$ cat src/rtl/uart_pkg.sv
// Shared types for the UART receiver: FSM state encoding and parity mode codes.
package uart_pkg;
  typedef enum logic [2:0] {IDLE, START, DATA, PARITY, STOP, BREAK_WAIT} state_t;

  localparam logic [1:0] PAR_NONE = 2'd0;
  localparam logic [1:0] PAR_ODD  = 2'd1;
  localparam logic [1:0] PAR_EVEN = 2'd2;
endpackage

$ cat src/rtl/uart_rx_sampler.sv
// Line synchroniser, oversampling tick counter and 3-sample majority vote.
// Strobes are combinational and valid only on baud_tick cycles.
module uart_rx_sampler #(
  parameter int OVERSAMPLE  = 16,
  parameter int SYNC_STAGES = 2
) (
  input  logic clk,
  input  logic rst,
  input  logic baud_tick,
  input  logic rx,
  input  logic idle,
  output logic rx_s,
  output logic vote_vld,
  output logic wrap,
  output logic vote
);
  localparam int H  = OVERSAMPLE / 2;
  localparam int CW = $clog2(OVERSAMPLE);

  logic [SYNC_STAGES-1:0] sync;
  logic [CW-1:0]          cnt;
  logic                   s_a, s_b;
  logic                   on_tick;

  assign rx_s = sync[SYNC_STAGES-1];

  always_ff @(posedge clk) begin
    if (rst) begin
      sync <= '1;
      cnt  <= '0;
      s_a  <= 1'b1;
      s_b  <= 1'b1;
    end else begin
      sync <= {sync[SYNC_STAGES-2:0], rx};
      if (baud_tick) begin
        // While idle the falling-edge tick itself counts as sample 0 of the start bit
        if (idle)
          cnt <= rx_s ? '0 : CW'(1);
        else if (cnt == CW'(OVERSAMPLE - 1))
          cnt <= '0;
        else
          cnt <= cnt + CW'(1);
        if (cnt == CW'(H - 1)) s_a <= rx_s;
        if (cnt == CW'(H))     s_b <= rx_s;
      end
    end
  end

  assign on_tick  = baud_tick & ~idle;
  assign vote_vld = on_tick & (cnt == CW'(H + 1));
  assign wrap     = on_tick & (cnt == CW'(OVERSAMPLE - 1));
  assign vote     = (s_a & s_b) | (s_a & rx_s) | (s_b & rx_s);
endmodule

$ cat src/rtl/uart_rx_ext.sv
// UART receiver with runtime frame format, parity/framing/break detection
// and a single-entry valid/ready holding register that flags overrun.
module uart_rx_ext
  import uart_pkg::*;
#(
  parameter int MAX_BITS    = 9,
  parameter int OVERSAMPLE  = 16,
  parameter int SYNC_STAGES = 2
) (
  input  logic                        clk,
  input  logic                        rst,
  input  logic                        baud_tick,
  input  logic                        rx,
  input  logic [$clog2(MAX_BITS+1)-1:0] cfg_bits,
  input  logic [1:0]                  cfg_parity,
  input  logic                        cfg_stop2,
  output logic [MAX_BITS-1:0]         m_data,
  output logic                        m_err_frame,
  output logic                        m_err_parity,
  output logic                        m_break,
  output logic                        m_valid,
  input  logic                        m_ready,
  output logic                        err_overrun
);
  localparam int BW = $clog2(MAX_BITS + 1);

  state_t              state, state_n;
  logic [BW-1:0]       idx, idx_n, bits_q, bits_n;
  logic [1:0]          par_q, par_n;
  logic                stop2_q, stop2_n, stop_sec, stop_sec_n;
  logic [MAX_BITS-1:0] data, data_n;
  logic                perr, perr_n, ferr, ferr_n, zero, zero_n;
  logic                done, brk, par_en, exp_par;
  logic                rx_s, vote_vld, wrap, vote;

  uart_rx_sampler #(.OVERSAMPLE(OVERSAMPLE), .SYNC_STAGES(SYNC_STAGES)) u_samp (
    .clk(clk), .rst(rst), .baud_tick(baud_tick), .rx(rx), .idle(state == IDLE),
    .rx_s(rx_s), .vote_vld(vote_vld), .wrap(wrap), .vote(vote)
  );

  assign par_en  = (par_q == PAR_ODD) || (par_q == PAR_EVEN);
  assign exp_par = (par_q == PAR_EVEN) ? ^data : ~^data;

  always_ff @(posedge clk) begin
    if (rst) begin
      state    <= IDLE;
      idx      <= '0;
      bits_q   <= '0;
      par_q    <= PAR_NONE;
      stop2_q  <= 1'b0;
      stop_sec <= 1'b0;
      data     <= '0;
      perr     <= 1'b0;
      ferr     <= 1'b0;
      zero     <= 1'b0;
    end else begin
      state    <= state_n;
      idx      <= idx_n;
      bits_q   <= bits_n;
      par_q    <= par_n;
      stop2_q  <= stop2_n;
      stop_sec <= stop_sec_n;
      data     <= data_n;
      perr     <= perr_n;
      ferr     <= ferr_n;
      zero     <= zero_n;
    end
  end

  always_comb begin
    state_n    = state;
    idx_n      = idx;
    bits_n     = bits_q;
    par_n      = par_q;
    stop2_n    = stop2_q;
    stop_sec_n = stop_sec;
    data_n     = data;
    perr_n     = perr;
    ferr_n     = ferr;
    zero_n     = zero;
    done       = 1'b0;
    brk        = 1'b0;
    case (state)
      IDLE: if (baud_tick && !rx_s) begin
        state_n    = START;
        bits_n     = cfg_bits;
        par_n      = cfg_parity;
        stop2_n    = cfg_stop2;
        idx_n      = '0;
        stop_sec_n = 1'b0;
        data_n     = '0;
        perr_n     = 1'b0;
        ferr_n     = 1'b0;
        zero_n     = 1'b1;
      end
      START: begin
        if (vote_vld && vote) state_n = IDLE;
        else if (wrap)        state_n = DATA;
      end
      DATA: begin
        if (vote_vld) begin
          data_n[idx] = vote;
          if (vote) zero_n = 1'b0;
        end
        if (wrap) begin
          if (idx == bits_q - BW'(1)) state_n = par_en ? PARITY : STOP;
          else                        idx_n   = idx + BW'(1);
        end
      end
      PARITY: begin
        if (vote_vld) begin
          if (vote)            zero_n = 1'b0;
          if (vote != exp_par) perr_n = 1'b1;
        end
        if (wrap) state_n = STOP;
      end
      STOP: begin
        if (vote_vld) begin
          if (!vote) ferr_n = 1'b1;
          // Break is judged on the first stop bit only; completion of the last stop bit is mid-bit for resync margin
          if (!stop_sec && !vote && zero) begin
            done    = 1'b1;
            brk     = 1'b1;
            state_n = BREAK_WAIT;
          end else if (!stop2_q || stop_sec) begin
            done    = 1'b1;
            state_n = IDLE;
          end
        end else if (wrap) begin
          stop_sec_n = 1'b1;
        end
      end
      BREAK_WAIT: if (baud_tick && rx_s) state_n = IDLE;
      default: state_n = IDLE;
    endcase
  end

  always_ff @(posedge clk) begin
    if (rst) begin
      m_data       <= '0;
      m_err_frame  <= 1'b0;
      m_err_parity <= 1'b0;
      m_break      <= 1'b0;
      m_valid      <= 1'b0;
      err_overrun  <= 1'b0;
    end else begin
      err_overrun <= 1'b0;
      if (done) begin
        if (!m_valid || m_ready) begin
          m_data       <= brk ? '0 : data_n;
          m_err_frame  <= ferr_n;
          m_err_parity <= brk ? 1'b0 : perr_n;
          m_break      <= brk;
          m_valid      <= 1'b1;
        end else begin
          err_overrun <= 1'b1;
        end
      end else if (m_valid && m_ready) begin
        m_valid <= 1'b0;
      end
    end
  end
endmodule

$ cat config.mk
export PLATFORM = sky130hd
export DESIGN_NAME = uart_rx_ext
export DESIGN_NICKNAME = d
export VERILOG_FILES = /design/src/rtl/uart_pkg.sv /design/src/rtl/uart_rx_sampler.sv /design/src/rtl/uart_rx_ext.sv
export SDC_FILE = /design/constraint.sdc
export NUM_CORES = 1
export LEC_CHECK = 0
export CAP_MARGIN = 20
export CORE_ASPECT_RATIO = 0.5
export CORE_MARGIN = 5
export CORE_UTILIZATION = 52
export CTS_CLUSTER_SIZE = 40
export DETAILED_ROUTE_END_ITERATION = 10
export PLACE_DENSITY = 0.85
export SLEW_MARGIN = 40
export SYNTH_ARGS = -nofsm -noshare
export SYNTH_HDL_FRONTEND = slang
export SYNTH_SLANG_ARGS = --single-unit
$ cat constraint.sdc
create_clock -name clk -period 1.7 [get_ports clk]
set_input_delay 0.17 -clock clk [delete_from_list [all_inputs] [get_ports clk]]
set_output_delay 0.17 -clock clk [all_outputs]
set_load 0.02 [all_outputs]
# After elaboration in Yosys (flattened, before gate mapping)
# Index checks and enable logic that the tools add are counted.
op_classes:
  reduce_logical: 33
  n_mux: 55
  add_sub_neg: 3
  bitwise: 10
  n_eq_ne: 27
  magnitude_cmp: 2
op_table:
  columns: ["cell", "n"]
  rows:
  - ["2-to-1 mux 3 bit", 11]
  - ["2-to-1 mux 1 bit", 27]
  - ["2-to-1 mux 9 bit", 3]
  - ["2-to-1 mux 4 bit", 5]
  - ["case mux 3 bit (6 select lines)", 1]
  - ["case mux 9 bit (2 select lines)", 1]
  - ["equality test 4 bit (second input constant)", 3]
  - ["!= test 2 x 1 -> 1 bit (second input constant)", 6]
  - ["!= test 2 bit (second input constant)", 6]
  - ["AND reduction 4 bit", 3]
  - ["AND reduction 2 bit", 5]
  - ["bitwise mux 9 bit", 1]
  - ["XNOR reduction 9 bit", 1]
  - ["parity 9 bit", 1]
  - ["adder 4 x 1 -> 4 bit (second input constant)", 2]
  - ["case mux 1 bit (2 select lines)", 4]
  - ["case mux 4 bit (2 select lines)", 1]
  - ["AND reduction 8 bit", 1]
  - ["nonzero test 2 bit", 4]
  - ["logical AND 1 bit", 7]
  - ["bitwise AND 1 bit", 6]
  - ["equality test 3 x 2 -> 1 bit (second input constant)", 2]
  - ["equality test 3 bit (second input constant)", 2]
  - ["logical NOT 1 bit", 5]
  - ["other kinds (17)", 22]
totals:
  input_bits: 12
  output_inout_bits: 14
  word_cells: 150
  ff_bits: 49

# Logic depth before layout (Yosys ltp)
depth:
  ltp_word: 11
  mapped_depth: 9
  ltp_nobuf: 7

# By module
# Synthesis repeated with hierarchy kept, for this count alone.
hier_totals:
  hier_cells: 279
  area_unflattened_um2: 2474.9
by_module_without_submodules:
  columns: ["mod", "seq_area_each_um2", "area_each_um2", "cells_each", "n_inst"]
  rows:
  - ["uart_rx_ext", 820.8, 2054.5, 234, 1]
  - ["uart_rx_sampler", 160.2, 420.4, 45, 1]

# Least setup slack after synthesis
# No wires, ideal clock.
synth_timing:
  kind: "flip-flop to flip-flop"
  startpoint: "register bits_q[0]"
  endpoint: "register idx[3]"
  setup_ns: 0.121
  n_path_buf: 0
  required_time_ns: 1.579
  setup_slack_ns: -0.103
  period_less_slack_ns: 1.803
  path_stages_with_launch: 8
  t_arrival_ns: 1.682
  cell_sequence: "dfxtp_1 inv_1 ha_1 xor2_1 nand3_2 o211a_4 o2111ai_2 mux2_4"
synth_between:
  elab_chain_len: 4
synth_lines:
  columns: ["item", "line", "source"]
  rows:
  - ["start: declaration", "uart_rx_ext.sv:28", "logic [BW-1:0] idx, idx_n, bits_q, bits_n;"]
  - ["start signal: assignment", "uart_rx_ext.sv:59", "bits_q <= bits_n;"]
  - ["subtractor 4 x 1 -> 4 bit", "uart_rx_ext.sv:106", "if (idx == bits_q - BW'(1)) state_n = par_en ? PARITY : STOP;"]
  - ["equality test 4 bit", "uart_rx_ext.sv:106", null]
  - ["!= test 2 bit (no line)", null, null]
  - ["AND reduction 4 bit (no line)", null, null]
  - ["end signal: assignment", "uart_rx_ext.sv:58", "idx <= idx_n;"]
  - ["end: declaration", "uart_rx_ext.sv:28", null]
# Every way passes these cells.
# A chain may end at the register's enable or synchronous reset.

# Worst setup path in the final report
layout_timing:
  startpoint: "register bits_q[1]"
  endpoint: "register idx[1]"
# The elaborated chain is that of the path after synthesis.

==> key figures <==
Power
  – P_leak: 1.47 nW
  – Power, Total: 3.04 mW
  – Power density over cell area: 769 nW/µm²
  – VDD IR max: 0.394 mV

STA
  – Worst hold slack: 401 ps
  – Worst-margin pin slew: roughly 360 ps
  – Final Hold Viols: 0
  – Normalized max-slew margin: ~76%
  – Final setup margin: -199 ps
  – Max-slew violations: 0
  – FMAX: 526 MHz
  – Fin crit share: 112%
  – Clk_skew: 5.60 ps
  – Setup Total Neg Slack: -1730 ps
  – Final Setup Violations: 22
  – Min cycle time layout: between 1500 and 2000 ps
  – RSZ-0062 raised after global routing: true

Placed design
  – PortBufs: 25
  – Dpl cell area: 3430 µm²
  – GPL Wtd Cong: slightly below 0.9
  – Final HPWL DP: 5330 µm
  – Place WS: -333 ps

Critical path
  – Worst setup path category: reg2reg
  – Crit end category: flop
  – CP max FO: 3
  – Critical Path Start Type: flop
  – Crit path arrival time: ~2100 ps
  – Worst path required time: about 1900 ps

Final layout
  – Area grow syn2layout: 39.6%
  – Ant. Diodes: 0
  – Share of cells above drive strength 1: 39.9%
  – Design Area, Final: slightly below 4000 µm²
  – Final nets: 408

Clocking
  – Post-CTS Hold Buffers: 0
  – H-tree depth: 2
  – CTS Sinks: between 40 and 50
  – Clock Path Buffers: 2
  – Root cell of the clock tree: clkbuf_8
  – TritonCTS clock tree: yes
  – CTS buffer count: 5
  – Clock Latency Late Sink: 320 ps
  – Clk pin slew, worst setup/hold paths: 90 ps

Synth
  – Synthesis-stage register bit count: 49
  – Syn nets: 330
  – YS warnings: 0
  – Number of synthesized flops with an enable pin: 0
  – Syn Area/Cell: 9.17 µm²
  – Post-synth cell types: 76
  – Ranking of synthesized cells by area: dfxtp_1 (35%), nand2_1 (5.0%), ha_1 (4.0%)
  – Most used DFF post-synth: dfxtp_1
  – Mapped Cells: 309
  – Sequential area share after synthesis: 34.6%
  – Share of the synthesized area in the top cell type: 34.6%
  – Async set or reset register ratio after synthesis: 0%
  – Post-Synthesis Cell Area: 2830 µm²
  – Yosys top cell by area: dfxtp_1

Detailed routing
  – Initial DRC Count: 165
  – Final wirelength: 9080 µm
  – Avg WL per Cell: slightly below 20 µm
  – Via count: 2822
  – Drt drc: 0
  – Total iterations of the first detailed-routing run: 5
  – Vias per cell: 6.12
  – Routed Antenna Nets: 0

Floorplan
  – Die Footprint: 7120 µm²
  – Core box area: 5370 µm²
  – Die Y: 62.2 µm
  – Initial Util: 52.7%
  – Core Rows: 19
  – Die W: 114 µm
  – I/O pins: 26

Global routing
  – First-pass GRT wire length: 12500 µm
  – GRT Util Overall: a little over a fifth
  – GRT overflow: 0
  – Initial antenna violation count: 0
  – M1 GR Usage: 27.6%
  – Vias in the first global route: between 2000 and 3000
  – Grt met2 use: 35.8%
  – Met3 Usage GRT: 5.14%
  – GRT busiest layer: met2
  – Largest net degree at the start of global routing: 25

Hold path
  – Tightest Hold Check Type: in2reg

Run status
  – Outcome: complete, but fails checks
  – Violated checks: negative setup slack

Run
  – Max Cap Viol: 0
## Yosys cell counts (3+ instances only)
cell      number
a21oi_1       17
a22oi_1        3
a31oi_1        6
a32o_1         5
and3_1         3
buf_2          5
buf_4          5
buf_6          3
clkbuf_1       6
dfxtp_1       49
ha_1           9
inv_1         17
mux2i_1        8
nand2_1       38
nand2b_1       5
nand3_1        5
nor2_1        25
nor3_1         9
o21ai_0        5
o32ai_1        7
xnor2_1        9
## what timing repair did
item / 4_1_cts / 5_1_grt
endpoints found under the setup margin: 23 / 29
gates resized for setup: 28 / 41
pin swaps: 10 / 22
setup buffers: 6 / 9
cloned: 0 / 0
## state kept, by name, indices dropped and copies added (netlist names), 2 cells and up
name         cells
u_samp.cnt       4
bits_q           4
m_data           9
idx              4
u_samp.sync      2
state            3
data             9
par_q            2
## worst paths after layout
path                              from                         to  slack (ps)  cells past startpoint
max             bits_q[1]$_SDFFE_PP0P_        idx[1]$_SDFFE_PP0P_        -200                      9
min                        cfg_bits[0]     bits_q[0]$_SDFFE_PP0P_         400                      3
max reg2reg     bits_q[1]$_SDFFE_PP0P_        idx[1]$_SDFFE_PP0P_        -200                      9
min reg2reg  u_samp.sync[0]$_SDFF_PP1_  u_samp.sync[1]$_SDFF_PP1_         430                      1
## through the flow
| step | utilization [%] | instances |
|---|---|---|
| after CTS | 68.6 | 452 |
| after detailed placement | 63.8 | 438 |
| after global placement | 63.8 | 438 |
| after global routing | 73.6 | 461 |
| after floorplan | - | 309 |
| final | 73.6 | 461 |
## area by class of cell
type | count | area, µm²
Sequential cell | 49 | 1000
Tap cell | 73 | 91.3
Multi-Input combinational cell | 221 | 1900
Timing Repair Buffer | 91 | 807
Clock buffer | 5 | 68.8
Clock inverter | 3 | 17.5
Fill cell | 324 | 1420
Inverter | 19 | 71.3
## cell usage in the layout (no fill, tap or decap), drive strengths merged, types with 4 or more instances in the layout
master and count:
a21oi 20, nor3 10, clkbuf 5, a22oi 4
dfxtp 49, nand3 7, o21ai 7, o32ai 7
clkdlybuf4s50 25, xnor2 10, nor2 26, nand2b 5
mux2i 8, a32o 5, inv 18, nand2 39
a31oi 6, ha 9, buf 66
## metal layers
| layer | part of all wire (%) | vias up | wire length, µm |
|---|---|---|---|
| li1 | - | 1249 | - |
| met1 | 40 | 1337 | 3670 |
| met2 | 46 | 186 | 4130 |
| met3 | 9.8 | 50 | 894 |
| met4 | 4.3 | 0 | 386 |
| met5 | 0 | - | 0 |
## critical path: stages, from the launching register on
cell and delay, ps:
dfxtp_2 340, inv_2 50, ha_4 240, xor2_2 170, nand3_2 110, buf_4 170
o211ai_1 280, buf_4 170, nand3_1 120, a21oi_1 180
## where the power goes
| group | switching (mW) | internal (mW) |
|---|---|---|
| Combinational | 0.567 | 0.513 |
| Sequential | 0.0670 | 1.19 |
| Clock | 0.418 | 0.285 |
## logic make-up (layout without fill, tap and decap cells)
logic type	Yosys count	count (layout)	synth area share [%]
buf+inv	39	118	7.24
compound gates	68	68	19.2
fa+ha+maj	10	10	4.37
flops	49	49	34.6
xor+xnor	14	14	5.56
simple gates	118	118	24.7
mux	11	11	4.28
Note: power is estimated with default switching activity, not from simulation.
